--- src/rtl/intdecl_pkg.sv ---
// Shared constants, FSM state type and BCD helper for the integer-declaration
// character generator.
package intdecl_pkg;

  localparam logic [7:0] CH_I     = 8'h69;
  localparam logic [7:0] CH_N     = 8'h6E;
  localparam logic [7:0] CH_T     = 8'h74;
  localparam logic [7:0] CH_SP    = 8'h20;
  localparam logic [7:0] CH_COMMA = 8'h2C;
  localparam logic [7:0] CH_SEMI  = 8'h3B;
  localparam logic [7:0] CH_ZERO  = 8'h30;

  localparam logic [6:0] MAX_IDS = 7'd99;

  typedef enum logic [3:0] {
    ST_IDLE,
    ST_KW_I,
    ST_KW_N,
    ST_KW_T,
    ST_KW_SP,
    ST_PFX,
    ST_DIG_T,
    ST_DIG_O,
    ST_COMMA,
    ST_SEP_SP,
    ST_SEMI
  } state_e;

  // Last identifier index (count-1, count clamped to MAX_IDS) as {tens, ones}.
  // Repeated subtraction keeps this free of a divider.
  function automatic logic [7:0] last_index_bcd(input logic [6:0] cnt);
    logic [6:0] rem;
    logic [3:0] tens;
    rem  = (cnt > MAX_IDS) ? (MAX_IDS - 7'd1) : (cnt - 7'd1);
    tens = 4'd0;
    for (int k = 0; k < 9; k++) begin
      if (rem >= 7'd10) begin
        rem  = rem - 7'd10;
        tens = tens + 4'd1;
      end
    end
    return {tens, rem[3:0]};
  endfunction

endpackage

--- src/rtl/bcd2_counter.sv ---
// Two-digit BCD index counter with a terminal value captured on clear.
module bcd2_counter
  import intdecl_pkg::*;
(
  input  logic       clk,
  input  logic       reset,
  input  logic       clr_i,
  input  logic       inc_i,
  input  logic [7:0] term_i,
  output logic [3:0] tens_o,
  output logic [3:0] ones_o,
  output logic       at_term_o
);

  logic [3:0] tens_q, tens_d;
  logic [3:0] ones_q, ones_d;
  logic [7:0] term_q, term_d;

  always_comb begin
    tens_d = tens_q;
    ones_d = ones_q;
    term_d = term_q;
    if (clr_i) begin
      tens_d = 4'd0;
      ones_d = 4'd0;
      term_d = term_i;
    end else if (inc_i) begin
      if (ones_q == 4'd9) begin
        ones_d = 4'd0;
        tens_d = tens_q + 4'd1;
      end else begin
        ones_d = ones_q + 4'd1;
      end
    end
  end

  always_ff @(posedge clk) begin
    if (reset) begin
      tens_q <= 4'd0;
      ones_q <= 4'd0;
      term_q <= 8'd0;
    end else begin
      tens_q <= tens_d;
      ones_q <= ones_d;
      term_q <= term_d;
    end
  end

  assign tens_o    = tens_q;
  assign ones_o    = ones_q;
  assign at_term_o = ({tens_q, ones_q} == term_q);

endmodule

--- src/rtl/intdecl_gen.sv ---
// Emits "int v0, v1, ..., vN-1;" one byte per valid/ready transfer,
// with every output driven straight from a register.
module intdecl_gen
  import intdecl_pkg::*;
#(
  parameter logic [7:0] PREFIX    = 8'h76,
  parameter bit         SEP_SPACE = 1'b1
) (
  input  logic       clk,
  input  logic       reset,
  input  logic       start,
  input  logic [6:0] count,
  output logic [7:0] ch,
  output logic       valid,
  input  logic       ready,
  output logic       busy,
  output logic       done
);

  state_e     state_q, state_d;
  logic [7:0] ch_q, ch_d;
  logic       valid_q, busy_q, done_q, done_d;
  logic       xfer, accept, cnt_clr, cnt_inc, at_term;
  logic [3:0] tens, ones;

  bcd2_counter u_index (
    .clk       (clk),
    .reset     (reset),
    .clr_i     (cnt_clr),
    .inc_i     (cnt_inc),
    .term_i    (last_index_bcd(count)),
    .tens_o    (tens),
    .ones_o    (ones),
    .at_term_o (at_term)
  );

  assign xfer   = valid_q && ready;
  assign accept = (state_q == ST_IDLE) && start && (count != 7'd0);

  always_comb begin
    state_d = state_q;
    cnt_clr = 1'b0;
    cnt_inc = 1'b0;
    done_d  = 1'b0;
    case (state_q)
      ST_IDLE:   if (accept) begin state_d = ST_KW_I; cnt_clr = 1'b1; end
      ST_KW_I:   if (xfer) state_d = ST_KW_N;
      ST_KW_N:   if (xfer) state_d = ST_KW_T;
      ST_KW_T:   if (xfer) state_d = ST_KW_SP;
      ST_KW_SP:  if (xfer) state_d = ST_PFX;
      ST_PFX:    if (xfer) state_d = (tens != 4'd0) ? ST_DIG_T : ST_DIG_O;
      ST_DIG_T:  if (xfer) state_d = ST_DIG_O;
      ST_DIG_O: begin
        if (xfer) begin
          if (at_term) begin
            state_d = ST_SEMI;
          end else begin
            state_d = ST_COMMA;
            cnt_inc = 1'b1;
          end
        end
      end
      ST_COMMA:  if (xfer) state_d = SEP_SPACE ? ST_SEP_SP : ST_PFX;
      ST_SEP_SP: if (xfer) state_d = ST_PFX;
      ST_SEMI:   if (xfer) begin state_d = ST_IDLE; done_d = 1'b1; end
      default:   state_d = ST_IDLE;
    endcase
  end

  // The index only moves on the DIG_O->COMMA step, so digits read here are
  // already the ones for the state being entered.
  always_comb begin
    ch_d = 8'h00;
    case (state_d)
      ST_KW_I:   ch_d = CH_I;
      ST_KW_N:   ch_d = CH_N;
      ST_KW_T:   ch_d = CH_T;
      ST_KW_SP:  ch_d = CH_SP;
      ST_PFX:    ch_d = PREFIX;
      ST_DIG_T:  ch_d = CH_ZERO + {4'd0, tens};
      ST_DIG_O:  ch_d = CH_ZERO + {4'd0, ones};
      ST_COMMA:  ch_d = CH_COMMA;
      ST_SEP_SP: ch_d = CH_SP;
      ST_SEMI:   ch_d = CH_SEMI;
      default:   ch_d = 8'h00;
    endcase
  end

  always_ff @(posedge clk) begin
    if (reset) begin
      state_q <= ST_IDLE;
      ch_q    <= 8'h00;
      valid_q <= 1'b0;
      busy_q  <= 1'b0;
      done_q  <= 1'b0;
    end else begin
      state_q <= state_d;
      ch_q    <= ch_d;
      valid_q <= (state_d != ST_IDLE);
      busy_q  <= (state_d != ST_IDLE);
      done_q  <= done_d;
    end
  end

  assign ch    = ch_q;
  assign valid = valid_q;
  assign busy  = busy_q;
  assign done  = done_q;

endmodule

--- config.mk ---
export PLATFORM = sky130hd
export DESIGN_NAME = intdecl_gen
export DESIGN_NICKNAME = d
export VERILOG_FILES = /design/src/rtl/intdecl_pkg.sv /design/src/rtl/bcd2_counter.sv /design/src/rtl/intdecl_gen.sv
export SDC_FILE = /design/constraint.sdc
export NUM_CORES = 1
export LEC_CHECK = 0
export ABC_AREA = 1
export CORE_MARGIN = 10
export CORE_UTILIZATION = 45
export DETAILED_ROUTE_END_ITERATION = 7
export GPL_TIMING_DRIVEN = 0
export PLACE_DENSITY_LB_ADDON = 0.12
export SLEW_MARGIN = 20
export SYNTH_ARGS = -nofsm -noshare
export SYNTH_HDL_FRONTEND = slang
export SYNTH_SLANG_ARGS = --single-unit
--- constraint.sdc ---
create_clock -name clk -period 18.5 [get_ports clk]
set_clock_uncertainty 0.05 [all_clocks]
set_input_delay 5.55 -clock clk [delete_from_list [all_inputs] [get_ports clk]]
set_output_delay 5.55 -clock clk [all_outputs]
set_load 0.01 [all_outputs]
==> results of run 1 <==
[sequential cells by signal, indices dropped and copies added, names as in the netlist]
name / flops
busy: 1
u_index.tens_o: 4
state_q: 4
ch: 7
u_index.ones_o: 4
u_index.term_q: 8
done: 1
[cell type report]
type | instances | share of cell area
Multi-Input combinational cell | 480 | 0.657
Sequential cell | 29 | 0.132
Inverter | 125 | 0.107
Timing Repair Buffer | 19 | 0.0431
Tap cell | 108 | 0.0306
Clock buffer | 7 | 0.0196
Buffer | 5 | 0.0111
[cells by family (layout without fill, tap and decap cells)]
| logic type | Yosys count | after routing | share of synthesized area |
|---|---|---|---|
| AND/OR/NAND/NOR | 376 | 376 | 0.518 |
| buffers and inverters | 130 | 156 | 0.130 |
| AO/OA/AOI/OAI | 66 | 66 | 0.108 |
| flip-flops | 29 | 29 | 0.145 |
| XOR/XNOR | 19 | 19 | 0.0416 |
| adder cells (fa/ha/maj) | 18 | 18 | 0.0563 |
| other | 1 | 1 | 0.000937 |
[per-stage QoR]
| step | hold WS, ns | cells | util | setup WS (ns) |
|---|---|---|---|---|
| floorplan | 0.391 | 639 | - | 6.38 |
| global placement | 0.407 | 766 | 0.499 | 5.06 |
| detailed placement | 0.407 | 766 | 0.499 | 4.86 |
| CTS | 0.418 | 773 | 0.509 | 5.12 |
| global route | 0.436 | 773 | 0.509 | 4.32 |
| finish | 0.415 | 773 | 0.509 | 5.18 |
[critical path: cells and delay by family]
| family | cells | cell delay, ns |
|---|---|---|
| and+or+nand+nor | 47 | 4.64 |
| adders and majority gates | 7 | 1.36 |
| buffers and inverters | 11 | 1.41 |
| xor gates and xnor gates | 2 | 0.40 |
[worst max path at each step]
stage,start,endpoint,slack (ns),cells past startpoint
floorplan,count[0],u_index.term_q[7]$_SDFFE_PP0P_,6.38,66
global placement,count[0],u_index.term_q[7]$_SDFFE_PP0P_,5.06,67
detailed placement,count[0],u_index.term_q[7]$_SDFFE_PP0P_,4.86,67
CTS,count[0],u_index.term_q[7]$_SDFFE_PP0P_,5.12,67
global route,count[0],u_index.term_q[7]$_SDFFE_PP0P_,4.32,67
finish,count[0],u_index.term_q[7]$_SDFFE_PP0P_,5.18,67
[cells in the mapped netlist, drive strengths merged, types with 4 or more instances]
cell type    n
nand2      212
inv        123
nand3       71
nor2        64
dfxtp       29
o21ai       24
a21oi       18
ha          18
nand4       14
xor2        13
nor3         6
xnor2        6
buf          5
nand3b       4
o22ai        4
[metal layers]
| metal | vias up | track usage | share of wire |
|---|---|---|---|
| li1 | 2081 | - | - |
| met1 | 1684 | 0.171 | 0.50 |
| met2 | 35 | 0.221 | 0.47 |
| met3 | 4 | 0.0231 | 0.027 |
| met4 | 0 | 0.0242 | 0.0065 |
| met5 | - | 0 | 0 |
==> impl_metrics.ini, run 1 <==
[outcome]
status = finished, final reports clean

[clocking]
cts_setup_buffers = 0
cts_tree = yes
cts_resized = 0
cts.sinks = 29
clock_latency_ns = 0.27
clk_path_buf_depth = 2
htree_num_levels = 2
clock-root-buffer = clkbuf_8
hold_buffers = 0
numCtsBuffers = 5
cts.clk_slew.worst_paths_ns = 0.06

[job]
drv_cap = 0

[timing]
hold_violations = 0
rsz0062_at_grt = no
drv_slew = 0
setup_violations = 0
setup_tns_ns = 0
slew_headroom = 0.626
worstMarginPinSlew_ns = 0.557
fmax_mhz = 75.1
fin_crit_sh = 0.720
period_minus_slack_ns = 13.32

[detailed_routing]
vias = 3804
wl_per_cell_um = 10.5
ant_nets = 0
wl_um = 8150
first_iter_violations = 124
drt-vias-per-instance = 4.92
drt_first_pass_iters = 4
drc = 0

[logic_synthesis]
avgSynthCellArea_um2 = 6.26
ys_seq_area_frac = 0.145
yosys.area.top_type = nand2_1
synthTopCellsByArea = nand2_1 (15%), dfxtp_1 (15%), inv_1 (9.6%), nand2_4 (8.4%), nand3_1 (6.5%)
ys_warn_count = 0
synth-edff-count = 0
synth.net_count = 668
synth_cells = 639
synthFlopType = dfxtp_1
yosysTopAreaCellShare = 0.147
yosys_register_bits = 29
yosysUniqueCellTypes = 50
synth_area_mm2 = 0.00400
synth_async_sr_flop_share = 0

[placed_design]
gp_congestion = 0.839
placed_area_mm2 = 0.00433
place.port_buffers = 19
dp_hpwl_um = 6960

[critical_path]
worstPathMaxFanout = 10
crit_arrival_ns = 13.43
cp.required_ns = 18.62
crit_top_cell = nand2_4
rr_startpoint = state_q[2]$_SDFF_PP0_
endpoint_kind = flip-flop
reg2reg_to = u_index.tens_o[3]$_SDFFE_PP0P_
path_class = in2reg
critPathSlowestCell = clkdlybuf4s50_1
reg2reg_slack_ns = 16.15
critPathLaunchType = primary input
reg2reg_depth = 12
max_stage_delay_ns = 0.56

[layout]
multi_input_area_mm2 = 0.00290
stdcell_area_mm2 = 0.00441
final_common_cell = nand2_1
syn_to_final_growth_pct = 10.3
antennaDiodeCount = 0
fin_nets = 694
seq_area_um2 = 581
final_layout_size_suffix_gt1_frac = 0.191
mostFrequentLayoutCells = nand2_1 (157), inv_1 (102), nand3_1 (52)
fill_cells = 890

[floorplanning]
fp.dieW_um = 114
rows = 34
die_h_um = 114
design.core.area_mm2 = 0.00868
start_util = 0.461
ios = 22
dieArea_mm2 = 0.0131

[global_route]
grt_use_total = 0.131
antenna_found_initial = 0
grt_pass1_wl_um = 15000
grt_pass1_vias = 3552
grt_max_degree = 11
overflow = 0

[min_path]
hp-class = reg2reg
holdPathStages = 2
min_from = u_index.term_q[3]$_SDFFE_PP0P_
min_to = u_index.term_q[3]$_SDFFE_PP0P_
Power of run 1 is not shown: default switching activity piles up to over one toggle a cycle in this logic, so the estimate is an artifact.
==> run 2: changes to the inputs <==
- clock period: 18.5 -> 13 ns (I/O delays scaled with it)
==> results of run 2 <==
Same layout as run 1 (identical final DEF). Status: finished, final reports clean.
Main changes from that run: setup slack after placement 4.86 ns -> 1.01 ns; setup slack after layout 5.18 ns -> 1.33 ns; register-to-register setup slack 16.15 ns -> 10.65 ns
Power of run 2 is left out for the same reason.
==> run 3: changes to the inputs <==
- DONT_BUFFER_PORTS: not set -> 1
- SETUP_SLACK_MARGIN: not set -> 0.3
- clock period: 13 -> 13.2 ns (I/O delays scaled with it)
==> run 3 against run 2 <==
- flip-flop and latch count did not move
- die area did not move
- utilization fell by 2.2 points
- final cell count fell by 2.3%
==> impl_metrics.ini, run 3 (same netlist as run 1, synthesis figures left out) <==
[clocking]
clock-root-buffer = clkbuf_8
clock_latency_ns = 0.28
htree_num_levels = 2
cts.clk_slew.worst_paths_ns = 0.07
cts.sinks = 29
cts_resized = 0
clk_path_buf_depth = 2
cts_setup_buffers = 0
numCtsBuffers = 5
hold_buffers = 0
cts_tree = yes

[global_route]
grt_pass1_wl_um = 15200
grt_pass1_vias = 3608
overflow = 0
grt_max_degree = 11
antenna_found_initial = 0
grt_use_total = 0.132

[timing]
setup_violations = 0
fin_ws_ns = 2.08
hold_violations = 0
slew_headroom = 0.598
setup_tns_ns = 0
rsz0062_at_grt = no
fin_crit_sh = 0.842
period_minus_slack_ns = 11.12
drv_slew = 0
fmax_mhz = 89.9
worstMarginPinSlew_ns = 0.598

[critical_path]
max_stage_delay_ns = 0.28
endpoint_kind = flip-flop
crit_arrival_ns = 11.24
reg2reg_slack_ns = 10.75
path_class = in2reg
cp.required_ns = 13.33
critPathLaunchType = primary input
crit_top_cell = nand2_4
critPathSlowestCell = xor2_1
worstPathMaxFanout = 10

[detailed_routing]
wl_met2_um = 3760
met3WireLength_um = 170
wl_per_cell_um = 10.9
drt_first_pass_iters = 4
drc = 0
vias = 3735
first_iter_violations = 156
top_layer = met4
ant_nets = 0
drt-met1-wl_um = 4210
wl_um = 8220
drt-vias-per-instance = 4.95

[floorplanning]
start_util = 0.461
rows = 34
dieArea_mm2 = 0.0131
design.core.area_mm2 = 0.00868
die_h_um = 114
fp.dieW_um = 114
ios = 22

[placed_design]
place.port_buffers = 0
place_ws_ns = 1.76
dp_hpwl_um = 6950
gp_congestion = 0.863

[job]
drv_cap = 0

[outcome]
status = finished, final reports clean

[layout]
largest_reg_flops = 8
fill_cells = 927
fin_nets = 675
final_layout_size_suffix_gt1_frac = 0.199
antennaDiodeCount = 0
mostFrequentLayoutCells = nand2_1 (157), inv_1 (102), nand3_1 (52)
final_common_cell = nand2_1
syn_to_final_growth_pct = 5.53
top_register = u_index.term_q

[min_path]
hp-class = reg2reg
-- run 3: cell count changes in the layout (fill, tap and decap cells not counted), sizes merged --
| cell | before | now |
|---|---|---|
| clkdlybuf4s50 | 19 | 0 |
| clkbuf | 7 | 5 |
| clkinv | 2 | 4 |
| clkinvlp | 0 | 1 |
-- run 3: layout make-up --
cell class	count	area, um2	area share
Buffer	5	48.8	0.0116
Clock buffer	5	68.8	0.0163
Clock inverter	3	17.5	0.00415
Inverter	125	473	0.112
Multi-Input combinational cell	480	2900	0.687
Sequential cell	29	581	0.137
Tap cell	108	135	0.0320
-- run 3: metrics by stage --
step | cells | area, um2 | hold slack [ns] | utilization
floorplan | 639 | 4000 | 0.391 | -
global placement | 747 | 4140 | 0.406 | 0.477
detailed placement | 747 | 4140 | 0.410 | 0.477
CTS | 755 | 4220 | 0.421 | 0.487
global route | 755 | 4220 | 0.453 | 0.487
finish | 755 | 4220 | 0.419 | 0.487
-- run 3: worst max-delay path, delay by kind of cell --
kind,cells,cell delay [ns]
buffers and inverters,10,0.83
AND/OR/NAND/NOR,47,4.67
XOR/XNOR,2,0.42
adder cells (fa/ha/maj),7,1.33
-- run 3: worst paths after layout --
check | from | to | depth (start not counted)
min reg2reg | u_index.term_q[4]$_SDFFE_PP0P_ | u_index.term_q[4]$_SDFFE_PP0P_ | 2
max | count[0] | u_index.term_q[7]$_SDFFE_PP0P_ | 66
max reg2reg | busy$_SDFF_PP0_ | u_index.tens_o[3]$_SDFFE_PP0P_ | 10
min | u_index.term_q[4]$_SDFFE_PP0P_ | u_index.term_q[4]$_SDFFE_PP0P_ | 2
-- run 3: per-layer routing --
metal | global-route usage | vias up
met2 | 0.222 | 42
met5 | 0 | -
met3 | 0.0147 | 8
met4 | 0.0359 | 0
li1 | - | 2044
met1 | 0.174 | 1641
Power of run 3 is left out for the same reason.
